===== config.mk =====
export PLATFORM = sky130hd
export DESIGN_NAME = plic_irq_gateway
export DESIGN_NICKNAME = d
export VERILOG_FILES = /design/src/rtl/plic_gw_pkg.sv /design/src/rtl/prim_flop_2sync.sv /design/src/rtl/plic_irq_gateway.sv
export SDC_FILE = /design/constraint.sdc
export NUM_CORES = 1
export LEC_CHECK = 0
export ABC_AREA = 1
export CORE_MARGIN = 10
export CORE_UTILIZATION = 53
export DETAILED_ROUTE_END_ITERATION = 7
export GPL_ROUTABILITY_DRIVEN = 0
export PLACE_DENSITY = 0.95
export SLEW_MARGIN = 20
export SYNTH_ARGS = -nofsm -noshare
export SYNTH_HDL_FRONTEND = slang
export SYNTH_HIERARCHICAL = 1
export SYNTH_SLANG_ARGS = --single-unit

===== constraint.sdc =====
create_clock -name clk_i -period 1.95 [get_ports clk_i]
set_input_delay 0.195 -clock clk_i [delete_from_list [all_inputs] [get_ports clk_i]]
set_output_delay 0.195 -clock clk_i [all_outputs]
set_load 0.1 [all_outputs]

===== src/rtl/plic_gw_pkg.sv =====
// Shared types and constants for the PLIC interrupt gateway.
package plic_gw_pkg;

  // Upper bound on the number of interrupt sources a gateway instance may serve.
  localparam int unsigned MAX_SOURCE = 255;

  // Per-source lifecycle: waiting, pending (visible to the target), in service.
  typedef enum logic [1:0] {
    GW_IDLE   = 2'd0,
    GW_PEND   = 2'd1,
    GW_ACTIVE = 2'd2
  } gw_state_e;

  // Pending bit presented to the pending register for a given lifecycle state.
  function automatic logic gw_ip(gw_state_e st);
    return (st == GW_PEND);
  endfunction

  // Active bit: pending or still being serviced.
  function automatic logic gw_ia(gw_state_e st);
    return (st != GW_IDLE);
  endfunction

endpackage


===== src/rtl/prim_flop_2sync.sv =====
// Multi-stage flop synchroniser for a bus of independent single-bit signals.
module prim_flop_2sync #(
  parameter int unsigned Width = 1,
  parameter int unsigned Depth = 2
) (
  input  logic             clk_i,
  input  logic             rst_ni,
  input  logic [Width-1:0] d_i,
  output logic [Width-1:0] q_o
);

  logic [Width-1:0] r_stage [Depth];

  // Shift the raw input through Depth flop stages; all stages reset to 0.
  always_ff @(posedge clk_i or negedge rst_ni) begin
    if (!rst_ni) begin
      for (int k = 0; k < Depth; k++) begin
        r_stage[k] <= '0;
      end
    end else begin
      r_stage[0] <= d_i;
      for (int k = 1; k < Depth; k++) begin
        r_stage[k] <= r_stage[k-1];
      end
    end
  end

  assign q_o = r_stage[Depth-1];

endmodule


===== src/rtl/plic_irq_gateway.sv =====
// Per-source PLIC interrupt gateway: synchronises raw lines, applies level or
// rising-edge semantics, tracks claim/complete and drives the pending register.
module plic_irq_gateway
  import plic_gw_pkg::*;
#(
  parameter int unsigned N_SOURCE    = 32,
  parameter int unsigned SYNC_STAGES = 2
) (
  input  logic                clk_i,
  input  logic                rst_ni,
  input  logic [N_SOURCE-1:0] src_i,
  input  logic [N_SOURCE-1:0] le_i,
  input  logic [N_SOURCE-1:0] claim_i,
  input  logic [N_SOURCE-1:0] complete_i,
  output logic [N_SOURCE-1:0] ip_o,
  output logic [N_SOURCE-1:0] ia_o,
  output logic                hw_de_o,
  output logic [N_SOURCE-1:0] hw_d_o
);

  if (N_SOURCE == 0 || N_SOURCE > MAX_SOURCE) begin : g_param_check
    $error("plic_irq_gateway: N_SOURCE out of range");
  end

  logic [N_SOURCE-1:0] w_s;     // synchronised source levels
  logic [N_SOURCE-1:0] w_ip;    // current pending vector
  logic [N_SOURCE-1:0] w_ia;    // current active vector
  logic [N_SOURCE-1:0] w_ip_d;  // pending vector after this edge
  logic                r_hw_de;

  // Sources already on clk_i skip the synchroniser entirely.
  if (SYNC_STAGES == 0) begin : g_sync_bypass
    assign w_s = src_i;
  end else begin : g_sync
    prim_flop_2sync #(
      .Width (N_SOURCE),
      .Depth (SYNC_STAGES)
    ) u_sync (
      .clk_i  (clk_i),
      .rst_ni (rst_ni),
      .d_i    (src_i),
      .q_o    (w_s)
    );
  end

  for (genvar i = 0; i < N_SOURCE; i++) begin : g_src
    gw_state_e r_state;
    gw_state_e w_state_d;
    logic      r_held;
    logic      w_held_d;
    logic      r_s_q;
    logic      w_rise;
    logic      w_edge;
    logic      w_set_req;
    logic      w_held_eff;

    assign w_rise     = w_s[i] & ~r_s_q;
    assign w_edge     = le_i[i] & w_rise;
    assign w_set_req  = le_i[i] ? w_rise : w_s[i];
    // A held edge only survives while the source stays in edge mode.
    assign w_held_eff = r_held & le_i[i];

    // Register lifecycle state, held-edge flag and previous synchronised level.
    always_ff @(posedge clk_i or negedge rst_ni) begin
      if (!rst_ni) begin
        r_state <= GW_IDLE;
        r_held  <= 1'b0;
        r_s_q   <= 1'b0;
      end else begin
        r_state <= w_state_d;
        r_held  <= w_held_d;
        r_s_q   <= w_s[i];
      end
    end

    // Lifecycle transitions; unrelated claim/complete pulses leave state unchanged.
    always_comb begin
      w_state_d = r_state;
      w_held_d  = r_held;
      unique case (r_state)
        GW_IDLE: begin
          if (w_set_req) begin
            w_state_d = GW_PEND;
          end
        end
        GW_PEND: begin
          // New requests while pending coalesce into the one already pending.
          if (claim_i[i]) begin
            w_state_d = GW_ACTIVE;
          end
        end
        GW_ACTIVE: begin
          if (complete_i[i]) begin
            // An edge arriving with the complete pulse counts as held.
            w_state_d = (w_held_eff || w_edge) ? GW_PEND : GW_IDLE;
            w_held_d  = 1'b0;
          end else if (w_edge) begin
            w_held_d = 1'b1;
          end
        end
        default: begin
          w_state_d = GW_IDLE;
          w_held_d  = 1'b0;
        end
      endcase
      if (!le_i[i]) begin
        w_held_d = 1'b0;
      end
    end

    assign w_ip[i]   = gw_ip(r_state);
    assign w_ia[i]   = gw_ia(r_state);
    assign w_ip_d[i] = gw_ip(w_state_d);
  end

  // Strobe the pending register in the same cycle the pending vector changes.
  always_ff @(posedge clk_i or negedge rst_ni) begin
    if (!rst_ni) begin
      r_hw_de <= 1'b0;
    end else begin
      r_hw_de <= (w_ip_d != w_ip);
    end
  end

  assign ip_o    = w_ip;
  assign ia_o    = w_ia;
  assign hw_d_o  = w_ip;
  assign hw_de_o = r_hw_de;

endmodule

==> metrics.md, run 1 <==
| Metric | Value |
|---|---|
| Dpl hpwl | `17600 µm` |
| Filler instances | `1129` |
| Reg2reg setup slack | `0.24 ns` |
| CTS root buf | `clkbuf_16` |
| Outcome | `finished clean` |
| RSZ-0062 raised after global routing | `no` |
| Crit path max-delay family | `simple AND/OR/NAND/NOR gates` |
| Clk sinks | `193` |
| CTS tree | `built` |
| Yosys warnings | `6` |
| Post-Synth Simple-Gate Area | `around a quarter` |
| Fin util | `approximately 72%` |
| Synth Area in Compound Gates | `under 10%` |
| Wire per inst | `between 10 and 15 µm` |
| FF+latch count, synth | `slightly below 200` |
| Most frequent CP cell | `nand2_1` |
| GRT overflow | `0` |
| First-pass GRT wire length | `36100 µm` |
| Final setup skew | `between 0.009 and 0.01 ns` |
| Die area | `22300 µm²` |
| Fraction of layout cells with a size suffix above 1 | `between 10% and 20%` |
| Cell variety after synth | `16` |
| Detailed Route WL | `21900 µm` |
| 1st-pass router iterations | `4` |
| Post-Synth Adder-Cell Area | `0%` |
| Die height | `roughly 150 µm` |
| DR vias/cell | `5.02` |
| Final Hold Viols | `0` |
| Initial DRC count | `around 450` |
| Port Buffer Count | `between 200 and 250` |
| Final period util | `87.8%` |
| Diodes inserted | `0` |
| Post-Syn Nets | `roughly 1200` |
| Ports | `approximately 230` |
| Hold Buf Count CTS | `1` |
| Cells after Synth | `about 1100` |
| Vias in the first global route | `around 8000` |
| CP required | `~2.3 ns` |
| Total number of vias | `approximately 7600` |
| Starting Density | `53.8%` |
| Initial antenna violation count | `0` |
| Slew @ Worst Pin | `between 0.5 and 0.6 ns` |
| CP max FO | `5` |
| Min Tclk post-route | `~1.7 ns` |
| Postcts setup bufs | `0` |
| Skew-Pair Late Insertion Delay | `0.42 ns` |
| Max incr delay on CP | `0.38 ns` |
| Largest net degree at the start of global routing | `64` |
| Register area | `just under 5000 µm²` |
| Register area share after synthesis | `~55%` |
| Avg Cell Area, Syn | `between 8 and 9 µm²` |
| Critical Path Slowest Stage Cell | `dfrtp_1` |
| CP cell instances | `inv_1 -> nand2_1 -> inv_1 -> nand2_1 -> nand2_1 -> nand3_1 -> nor2_1 -> nand2_1 -> nor2_1 -> nand2_1` |
| Worst Hold Class | `input port to flip-flop` |
| Multi-input gate area | `2830 µm²` |
| Total negative slack | `0 ns` |
| Synth-to-Final Area Change | `34.8%` |
| Post-synthesis xor/xnor area fraction | `0%` |
| Post_cts resized | `0` |
| Bufs on Longest Clock Path | `2` |
| WP buf/inv | `2` |
| Core Footprint | `roughly 16000 µm²` |
| Total CTS buffers | `17` |
| Post-route ant nets | `0` |
| Die W | `approximately 150 µm` |
| Peak Freq | `slightly below 0.6 GHz` |
| Largest family of logic cells by synthesized area | `simple AND/OR/NAND/NOR gates` |
| Slew HR | `a little under two thirds` |
| # Max-Cap Violations | `0` |
| Worst setup EP type | `flip-flop` |
| DRC viols | `0` |
| Overall global routing resource usage | `a little under 20%` |
| Clk slew on worst S/H paths | `0.07 ns` |
| Synthesized area | `between 8000 and 9000 µm²` |
| CP startpoint kind | `flip-flop` |
| Mux share of post-synthesis cell area | `0%` |
| Final Slew Violations | `0` |
| Worst EP arrival | `roughly 2.0 ns` |
| H-tree levels | `4` |
| Setup-failing EPs final | `0` |
| Cell Rows | `47` |
| Crit path kind | `flip-flop to flip-flop` |
| Nets | `about 1400` |
-- worst paths after layout --
kind | from | end | cells past startpoint
min reg2reg | g_sync.u_sync/r_stage[34]$_DFF_PN0_ | g_sync.u_sync/q_o[2]$_DFF_PN0_ | 0
min | src_i[6] | g_sync.u_sync/r_stage[38]$_DFF_PN0_ | 1
max reg2reg | g_src[3].r_state[1]$_DFF_PN0_ | hw_de_o$_DFF_PN0_ | 10
min in group asynchronous | rst_ni | g_sync.u_sync/r_stage[47]$_DFF_PN0_ | 2
max in group asynchronous | rst_ni | g_src[2].r_s_q$_DFF_PN0_ | 3
max | g_src[3].r_state[1]$_DFF_PN0_ | hw_de_o$_DFF_PN0_ | 10
-- sequential cells by signal, summed over array words and instances (netlist names) --
register               cells
g_src.r_held              32
g_src.r_s_q               32
g_src.r_state             64
g_sync.u_sync/q_o         32
g_sync.u_sync/r_stage     32
hw_de_o                    1
-- routing by layer --
| layer | track usage (%) | vias to the layer above | share of wire, % |
|---|---|---|---|
| met3 | 5.86 | 48 | 6.8 |
| li1 | - | 3726 | - |
| met1 | 21.8 | 3565 | 39 |
| met5 | 0 | - | 0 |
| met2 | 34.7 | 227 | 51 |
| met4 | 8.15 | 0 | 3.1 |
-- cells by family after synthesis --
group                  count (synthesis)
flip-flops                           193
AND/OR/NAND/NOR                      519
AO/OA/AOI/OAI                        110
buffers and inverters                264
-- cell type report --
cell class              count  share of cell area (%)
inverters                 200                    6.29
well taps                 220                    2.31
multi-input cells         629                    23.7
clock buffers              17                    3.56
clock inverters            15                    1.42
flip-flops and latches    193                    40.5
repair buffers            233                    22.2
-- cell usage after synthesis --
cell type / number / share of area, %
inv_1: 198 / 8.4
dfrtp_1: 193 / 55
nand4_1: 23 / 1.6
a21oi_1: 30 / 1.7
o211ai_1: 14 / 1.2
nand3b_1: 11 / 0.93
o22ai_1: 21 / 1.5
nand3_1: 72 / 4.1
nand2_2: 5 / 0.35
nor2_2: 4 / 0.28
nand2_1: 258 / 11
a221oi_1: 6 / 0.59
o21ai_0: 39 / 2.2
buf_4: 64 / 5.4
inv_2: 2 / 0.085
nor2_1: 146 / 6.2
-- metrics by stage --
step,setup slack (ns),hold slack [ns],cells,area [µm²]
final,0.239,0.201,1507,11900
after global routing,0.0872,0.186,1507,11900
after CTS,0.239,0.185,1507,11900
after detailed placement,0.126,0.233,1474,11300
after global placement,0.135,0.231,1474,11300
after floorplan,0.0213,-0.101,1086,8890
-- layout by cell type, fill, tap and decap left out, drive strengths merged --
master / instances
a21oi: 30
a221oi: 6
buf: 103
bufinv: 1
clkbuf: 18
clkdlybuf4s50: 128
clkinv: 3
clkinvlp: 3
dfrtp: 193
dlygate4sd3: 1
inv: 208
nand2: 263
nand3: 72
nand3b: 11
nand4: 23
nor2: 150
o211ai: 14
o21ai: 39
o22ai: 21
Power of run 1 is left out: the tool's default activity adds up to more than one toggle a clock period on the data nets, which glitch-free logic cannot reach.
==> run 2: changes to the inputs <==
- ABC_CLOCK_PERIOD_IN_PS: unset -> 1950
==> results of run 2 <==
Same layout as run 1: the final DEF is identical, and so are final timing and power.
Power of run 2 is left out for the same reason.
